--- src/rtl/key_entry_decode_if.sv ---
// Key-entry bus: key pulses into the decoder, display/entry state back out.
// The master drives key_pulse; the slave (the decoder) drives everything else.
interface key_entry_decode_if #(
    parameter int NUM_KEYS = 16,
    parameter int DIGITS   = 4
);
    logic [NUM_KEYS-1:0]  key_pulse;
    logic [4*DIGITS-1:0]  seg_data;
    logic [3:0]           digit_cnt;
    logic [4:0]           key_code;
    logic                 key_valid;
    logic                 multi_err;
    logic                 enter_pulse;
    logic [4*DIGITS-1:0]  entry_value;

    modport master (
        output key_pulse,
        input  seg_data, digit_cnt, key_code, key_valid,
        input  multi_err, enter_pulse, entry_value
    );

    modport slave (
        input  key_pulse,
        output seg_data, digit_cnt, key_code, key_valid,
        output multi_err, enter_pulse, entry_value
    );
endinterface

--- src/rtl/key_entry_decode.sv ---
// Keypad pulse decoder: shows the last key as BCD (MODE 0) or builds a
// multi-digit BCD entry with backspace/clear/enter editing (MODE 1).
module key_entry_decode #(
    parameter int NUM_KEYS = 16,
    parameter int DIGITS   = 4,
    parameter int MODE     = 1
) (
    input  logic               clk,
    input  logic               rst_n,
    key_entry_decode_if.slave  bus
);
    localparam int SEG_W = 4 * DIGITS;

    localparam logic [1:0] ST_EMPTY   = 2'd0;
    localparam logic [1:0] ST_PARTIAL = 2'd1;
    localparam logic [1:0] ST_FULL    = 2'd2;

    localparam logic [4:0] KEY_ZERO  = 5'd10;
    localparam logic [4:0] KEY_BKSP  = 5'd11;
    localparam logic [4:0] KEY_CLEAR = 5'd12;
    localparam logic [4:0] KEY_ENTER = 5'd13;

    logic [1:0]       state_q,  state_d;
    logic [SEG_W-1:0] seg_q,    seg_d;
    logic [SEG_W-1:0] entry_q,  entry_d;
    logic [3:0]       cnt_q,    cnt_d;
    logic [4:0]       code_q,   code_d;
    logic             valid_q,  valid_d;
    logic             err_q,    err_d;
    logic             enter_q,  enter_d;

    logic [4:0] code;
    logic [3:0] digit;
    logic [7:0] bcd;
    logic       is_single;
    logic       is_multi;

    // Priority order is irrelevant: the code is only used when exactly one bit is set.
    always_comb begin
        code = 5'd0;
        for (int i = 0; i < NUM_KEYS; i++) begin
            if (bus.key_pulse[i]) code = 5'(i + 1);
        end
    end

    assign is_single = ($countones(bus.key_pulse) == 1);
    assign is_multi  = ($countones(bus.key_pulse) > 1);
    assign digit     = (code == KEY_ZERO) ? 4'd0 : code[3:0];
    assign bcd       = (code >= 5'd10) ? {4'h1, 4'(code - 5'd10)} : {4'h0, code[3:0]};

    always_comb begin
        // NOTE: every register input gets its hold value first so no path infers a latch.
        state_d = state_q;
        seg_d   = seg_q;
        entry_d = entry_q;
        cnt_d   = cnt_q;
        code_d  = code_q;
        valid_d = 1'b0;
        err_d   = 1'b0;
        enter_d = 1'b0;

        if (is_multi) begin
            err_d = 1'b1;
        end else if (is_single) begin
            valid_d = 1'b1;
            code_d  = code;
            if (MODE == 0) begin
                seg_d      = '0;
                seg_d[7:0] = bcd;
            end else if (code <= KEY_ZERO) begin
                if (state_q != ST_FULL) begin
                    seg_d   = {seg_q[SEG_W-5:0], digit};
                    cnt_d   = cnt_q + 4'd1;
                    state_d = (cnt_q + 4'd1 == 4'(DIGITS)) ? ST_FULL : ST_PARTIAL;
                end
            end else if (code == KEY_BKSP) begin
                if (state_q != ST_EMPTY) begin
                    seg_d   = {4'h0, seg_q[SEG_W-1:4]};
                    cnt_d   = cnt_q - 4'd1;
                    state_d = (cnt_q == 4'd1) ? ST_EMPTY : ST_PARTIAL;
                end
            end else if (code == KEY_CLEAR) begin
                seg_d   = '0;
                cnt_d   = 4'd0;
                state_d = ST_EMPTY;
            end else if (code == KEY_ENTER) begin
                entry_d = seg_q;
                enter_d = 1'b1;
                seg_d   = '0;
                cnt_d   = 4'd0;
                state_d = ST_EMPTY;
            end
        end
    end

    // NOTE: state registers use non-blocking assignments so every flop samples pre-edge values.
    always_ff @(posedge clk) begin
        if (!rst_n) begin
            state_q <= ST_EMPTY;
            seg_q   <= '0;
            entry_q <= '0;
            cnt_q   <= 4'd0;
            code_q  <= 5'd0;
            valid_q <= 1'b0;
            err_q   <= 1'b0;
            enter_q <= 1'b0;
        end else begin
            state_q <= state_d;
            seg_q   <= seg_d;
            entry_q <= entry_d;
            cnt_q   <= cnt_d;
            code_q  <= code_d;
            valid_q <= valid_d;
            err_q   <= err_d;
            enter_q <= enter_d;
        end
    end

    assign bus.seg_data    = seg_q;
    assign bus.digit_cnt   = cnt_q;
    assign bus.key_code    = code_q;
    assign bus.key_valid   = valid_q;
    assign bus.multi_err   = err_q;
    assign bus.enter_pulse = enter_q;
    assign bus.entry_value = entry_q;
endmodule

--- src/flat_wrapper.sv ---
// flat-port wrapper written by rule: the top's interface ports become plain ports
module key_entry_decode_flat 
#(
    parameter int NUM_KEYS = 16,
    parameter int DIGITS   = 4,
    parameter int MODE     = 1
)
  (clk, rst_n, bus_key_pulse, bus_seg_data, bus_digit_cnt, bus_key_code, bus_key_valid, bus_multi_err, bus_enter_pulse, bus_entry_value);
  key_entry_decode_if #(.NUM_KEYS(NUM_KEYS), .DIGITS(DIGITS)) bus_i ();
  input  logic clk;
  input  logic rst_n;
  input wire logic [$bits(bus_i.key_pulse)-1:0] bus_key_pulse;
  output wire logic [$bits(bus_i.seg_data)-1:0] bus_seg_data;
  output wire logic [$bits(bus_i.digit_cnt)-1:0] bus_digit_cnt;
  output wire logic [$bits(bus_i.key_code)-1:0] bus_key_code;
  output wire logic [$bits(bus_i.key_valid)-1:0] bus_key_valid;
  output wire logic [$bits(bus_i.multi_err)-1:0] bus_multi_err;
  output wire logic [$bits(bus_i.enter_pulse)-1:0] bus_enter_pulse;
  output wire logic [$bits(bus_i.entry_value)-1:0] bus_entry_value;
  assign bus_i.key_pulse = bus_key_pulse;
  assign bus_seg_data = bus_i.seg_data;
  assign bus_digit_cnt = bus_i.digit_cnt;
  assign bus_key_code = bus_i.key_code;
  assign bus_key_valid = bus_i.key_valid;
  assign bus_multi_err = bus_i.multi_err;
  assign bus_enter_pulse = bus_i.enter_pulse;
  assign bus_entry_value = bus_i.entry_value;
  key_entry_decode #(.NUM_KEYS(NUM_KEYS), .DIGITS(DIGITS), .MODE(MODE)) u_core (.clk(clk), .rst_n(rst_n), .bus(bus_i));
endmodule
--- config.mk ---
export PLATFORM = sky130hd
export DESIGN_NAME = key_entry_decode_flat
export DESIGN_NICKNAME = d
export VERILOG_FILES = /design/src/rtl/key_entry_decode_if.sv /design/src/rtl/key_entry_decode.sv /design/src/flat_wrapper.sv
export SDC_FILE = /design/constraint.sdc
export NUM_CORES = 1
export LEC_CHECK = 0
export ABC_AREA = 1
export BUFFER_PORTS_ARGS = -buffer_cell sky130_fd_sc_hd__buf_2
export CORE_MARGIN = 10
export CORE_UTILIZATION = 28
export DETAILED_ROUTE_END_ITERATION = 16
export PLACE_DENSITY_LB_ADDON = 0.1
export SYNTH_ARGS = -nofsm -noshare
export SYNTH_HDL_FRONTEND = slang
export SYNTH_SLANG_ARGS = --single-unit
--- constraint.sdc ---
create_clock -name clk -period 6.3 [get_ports clk]
set_input_delay 0.945 -clock clk [delete_from_list [all_inputs] [get_ports clk]]
set_output_delay 0.945 -clock clk [all_outputs]
set_load 0.03 [all_outputs]
Word level (Yosys, flattened, before mapping). Cells that the tools add are included.

Flip-flop bits (word level): 46. Input port bits: 18. Logic and storage cells: 90.

Add/subtract/negate cells: 17. $lt $le $gt $ge: 2. Equality and inequality tests: 10. Mux-type cells: 40. Bitwise logic cells: 6. Reductions and logical operators: 7.

Operators with widths (number): $add A32 B32 Y32 (7); $mux W16 (6); $mux W4 (15); $eq A32 B2 Y1 const B (1); $gt A32 B2 Y1 const B (1); $eq A5 B4 Y1 const B (4); $mux W2 (9); $add A1 B1 Y2 (8); $mux W3 (4); $not A1 Y1 (6); $reduce_and A6 Y1 (1); $reduce_or A6 Y1 (1); $le A5 B4 Y1 const B (1); $mux W1 (5); $mux W5 (1); $reduce_and A5 Y1 (1); $add A4 B1 Y4 const B (1); $eq A4 B1 Y1 const B (1); $eq A4 B3 Y1 const B (1); $ne A2 B2 Y1 const B (2); $reduce_bool A4 Y1 (1); $sub A4 B1 Y4 const B (1); $ne A3 B2 Y1 const B (1); $reduce_and A2 Y1 (1); other kinds (2) (2).

Longest topological paths before layout.
Depth after elaboration: 21. Gate-level depth with buffers: 22.

Worst setup path before layout. OpenSTA, ideal clock, no wires.

Path kind: input to register. From: input bus_key_pulse[1]. To: register u_core.entry_q[5], in the netlist u_core.bus.entry_value[5]. Arrival time: 5.237 ns. Path slack: 0.997 ns. Cell stages on the path: 21. Path buffers: 1. Cells stage by stage: inv_1 ha_1 fa_1 inv_1 fa_1 fa_1 inv_1 fa_1 inv_1 ha_1 fa_1 a211oi_2 nand2_1 nor2_2 nand2_2 nor3_4 nand2_4 nor2_8 buf_8 o21ai_2 a21oi_2.

Longest elaborated chain between the ends: 18.

Ends and longest elaborated chain: start: declaration (RTL line flat_wrapper.sv:12) `input wire logic [$bits(bus_i.key_pulse)-1:0] bus_key_pulse;`; parallel branches: the longest is 17 deep, another holds $add A32 B32 Y32; $reduce_and A6 Y1 (no line) (*); end signal: assignment (RTL line key_entry_decode.sv:110) `entry_q <= entry_d;`; end: declaration (RTL line key_entry_decode.sv:25) `logic [SEG_W-1:0] entry_q, entry_d;`.

Mark *: on every way between the ends. A chain may end at the register's enable or synchronous reset.

Final worst setup path.
From: input bus_key_pulse[1]. To: register u_core.entry_q[9], in the netlist u_core.bus.entry_value[9].

The elaborated chain is that of the path after synthesis.

==> results by group <==
Timing
  – Final setup violation count: 0
  – Final Hold Viols: 0
  – Crit path time final: 5.48 ns
  – RSZ-0062 raised after global routing: no
  – Slew Limit Fails: 0
  – Hold slack: 0.497 ns
  – Clock skew after layout: 0.00976 ns
  – Slew headroom: 0.463
  – Fmax: 182 MHz
  – Period utilization: 0.870
  – Worst slew pin tran: 0.805 ns
  – Sum Neg Setup Slack: 0 ns

Route
  – Routed len/inst: 13.4 um
  – Vias: 2,534
  – WL final: 7940 um
  – Iter 0 DRT Violations: 124
  – Drt pass-1 iters: 5
  – ANT nets after route: 0
  – # DRC: 0
  – Via/cell ratio: 4.29

Place
  – IO Port Bufs: 61
  – Placement Cell Area: 0.00338 sq mm
  – Dpl hpwl: 6160 um
  – Routability cong.: 0.785

Clocking
  – Worst skew pair latency: 0.30 ns
  – Sinks on Clock Net: 46
  – Root buffer selected by CTS: clkbuf_8
  – CTS tree: yes
  – H-tree depth: 2
  – CTS Buf Count: 5
  – Hold_buf cts: 0
  – Clock tree buffer depth: 2
  – Clock transition at the registers of the reported paths: 0.09 ns
  – Postcts setup bufs: 0
  – # resized after CTS: 0

Floorplanning
  – Die Y: 123 um
  – Chip Width: 123 um
  – Total I/O pin count: 62
  – Core area: 0.0104 sq mm
  – Site Rows: 37
  – Die ar.: 0.0152 sq mm
  – Initial core utilization: 0.288

Setup path
  – Worst path arrival time: 5.71 ns
  – Crit path max fanout: 32
  – CP Data Required Time: 6.53 ns
  – R2r startpoint: u_core.bus.digit_cnt[0]
  – FF-to-FF setup slack: 4.94 ns
  – Crit end category: flop
  – R2R cell count: 7
  – Startpoint Class: input port
  – Critical R2R Capture: u_core.state_q[0]
  – Crit Path Category: input port to flop

Logic synthesis
  – Mapped cell area: 0.00299 sq mm
  – Syn Nets: 444
  – Synth unique cells: 35
  – Sequential area share after synthesis: 0.308
  – Post-synth ARST share: 0
  – Post-Syn Area per Cell: 7.53 sq um
  – Warnings, synthesis: 0
  – Mapped Cells: 397
  – EDFF count, synth: 0
  – Ys flop type: dfxtp_1
  – Yosys reg bits: 46

Cells and area
  – Design Area, Final: 0.00347 sq mm
  – Most frequent cells in the layout: nand2_1, inv_1, buf_2
  – Layout cells sized above 1: 0.237
  – Nets: 501
  – # fillers: 1,156
  – Register Area: 921 sq um
  – Most common cell after layout, fill and taps aside: nand2_1
  – Area of the multi-input gates: 0.00167 sq mm
  – P&R area growth vs syn: 15.9%
  – Antenna cells: 0
  – Final core occ: 0.334

Min path
  – Worst Hold Class: flop to flop
  – Hold path endpoint: u_core.bus.key_code[1]
  – Hold path cells: 2
  – HP Start: u_core.bus.key_code[1]

Power and ir drop
  – Max IR drop VDD: 0.000157 V
  – Lkg Pwr: 1.80 nW
  – Total power: 0.990 mW
  – Pwr/cell area: 286 mW/mm^2

Run
  – Maxcap violations: 0

Global routing
  – Vias in the first global route: 2,599
  – GRT overflow: 0
  – Overall routing resource usage: 0.108
  – Antenna violations before repair: 0
  – Largest net degree at the start of global routing: 42
  – Wire length of the first global-routing pass: 13,300 um

Run status
  – Outcome: finished, final reports clean
[sequential cells by signal, summed over array words and instances, names as in the netlist]
| name | flops |
|---|---|
| u_core.bus.key_valid | 1 |
| u_core.bus.seg_data | 16 |
| u_core.bus.key_code | 5 |
| u_core.bus.enter_pulse | 1 |
| u_core.bus.multi_err | 1 |
| u_core.state_q | 2 |
| u_core.bus.digit_cnt | 4 |
| u_core.bus.entry_value | 16 |
[how the worst max path moves through the flow]
| stage | depth (start not counted) | end | start | slack, ns |
|---|---|---|---|---|
| final | 22 | u_core.bus.entry_value[9] | bus_key_pulse[1] | 0.82 |
| after global routing | 20 | u_core.bus.seg_data[8] | bus_key_pulse[1] | 0.42 |
| after CTS | 20 | u_core.bus.seg_data[10] | bus_key_pulse[1] | 0.76 |
| after detailed placement | 20 | u_core.bus.seg_data[10] | bus_key_pulse[1] | 0.43 |
| after global placement | 20 | u_core.bus.seg_data[12] | bus_key_pulse[1] | 0.54 |
| after floorplan | 21 | u_core.bus.entry_value[5] | bus_key_pulse[1] | 1.0 |
[layout make-up]
type,instances,area share
clock buffer,6,0.0209
clock inverter,2,0.00397
sequential,46,0.266
multi-input combinational,261,0.481
tap,136,0.0491
timing repair buffer,63,0.0960
inverter,77,0.0834
[cells in the mapped netlist, types with 2 or more instances]
cell type / count / area (sq um)
clkbuf_1: 2 / 7.51
ha_1: 18 / 225
nor3_1: 2 / 10.0
nand2_2: 4 / 25.0
a21oi_1: 10 / 50.1
inv_1: 76 / 285
xor2_1: 3 / 26.3
nand3_2: 4 / 40.0
nor2_4: 2 / 22.5
a31oi_1: 2 / 12.5
fa_1: 11 / 220
buf_8: 2 / 30.0
o21ai_0: 8 / 40.0
nand3_1: 26 / 130
o21ai_1: 22 / 110
nand2_1: 79 / 297
a21oi_2: 14 / 123
buf_2: 3 / 15.0
nor2_2: 2 / 12.5
o21ai_2: 4 / 35.0
nor2_1: 36 / 135
o22ai_1: 3 / 18.8
buf_6: 5 / 56.3
nand2_4: 3 / 33.8
dfxtp_1: 46 / 921
[where the power goes]
part           switching [mW]  internal [mW]
combinational           0.299          0.148
clock                   0.107         0.0787
sequential             0.0262          0.332
total                   0.432          0.558
[kinds of logic (layout without fill, tap and decap cells)]
logic type / after synthesis / after routing / synth area share
XOR/XNOR: 4 / 4 / 0.0117
flip-flops: 46 / 46 / 0.308
AO/OA/AOI/OAI: 67 / 67 / 0.143
AND/OR/NAND/NOR: 161 / 161 / 0.254
buffers and inverters: 90 / 148 / 0.134
adder cells (fa/ha/maj): 29 / 29 / 0.149
[metal layers]
| metal | vias up | global-route usage | share of wire |
|---|---|---|---|
| met2 | 54 | 0.170 | 0.43 |
| met1 | 1127 | 0.149 | 0.51 |
| li1 | 1351 | - | - |
| met5 | - | 0 | 0 |
| met3 | 2 | 0.0214 | 0.053 |
| met4 | 0 | 0.0240 | 0.0058 |
[through the flow]
| stage | setup WS (ns) | std cells |
|---|---|---|
| floorplan | 0.997 | 397 |
| global placement | 0.541 | 583 |
| detailed placement | 0.432 | 583 |
| CTS | 0.755 | 591 |
| global route | 0.422 | 591 |
| finish | 0.817 | 591 |
[worst max-delay path, cell delays in order]
cell and delay [ns]:
buf_2 0.10, ha_1 0.14, inv_1 0.05, fa_1 0.57
inv_1 0.07, fa_1 0.50, fa_1 0.55, inv_1 0.06
fa_1 0.53, inv_1 0.04, ha_1 0.22, fa_1 0.41
a211oi_2 0.22, nand2_1 0.09, nor2_2 0.15, nand2_2 0.09
nor3_4 0.26, nand2_4 0.12, nor2_8 0.11, buf_12 0.21
o21ai_0 0.10, a21oi_1 0.15
Note: power is estimated with default switching activity, not from simulation.
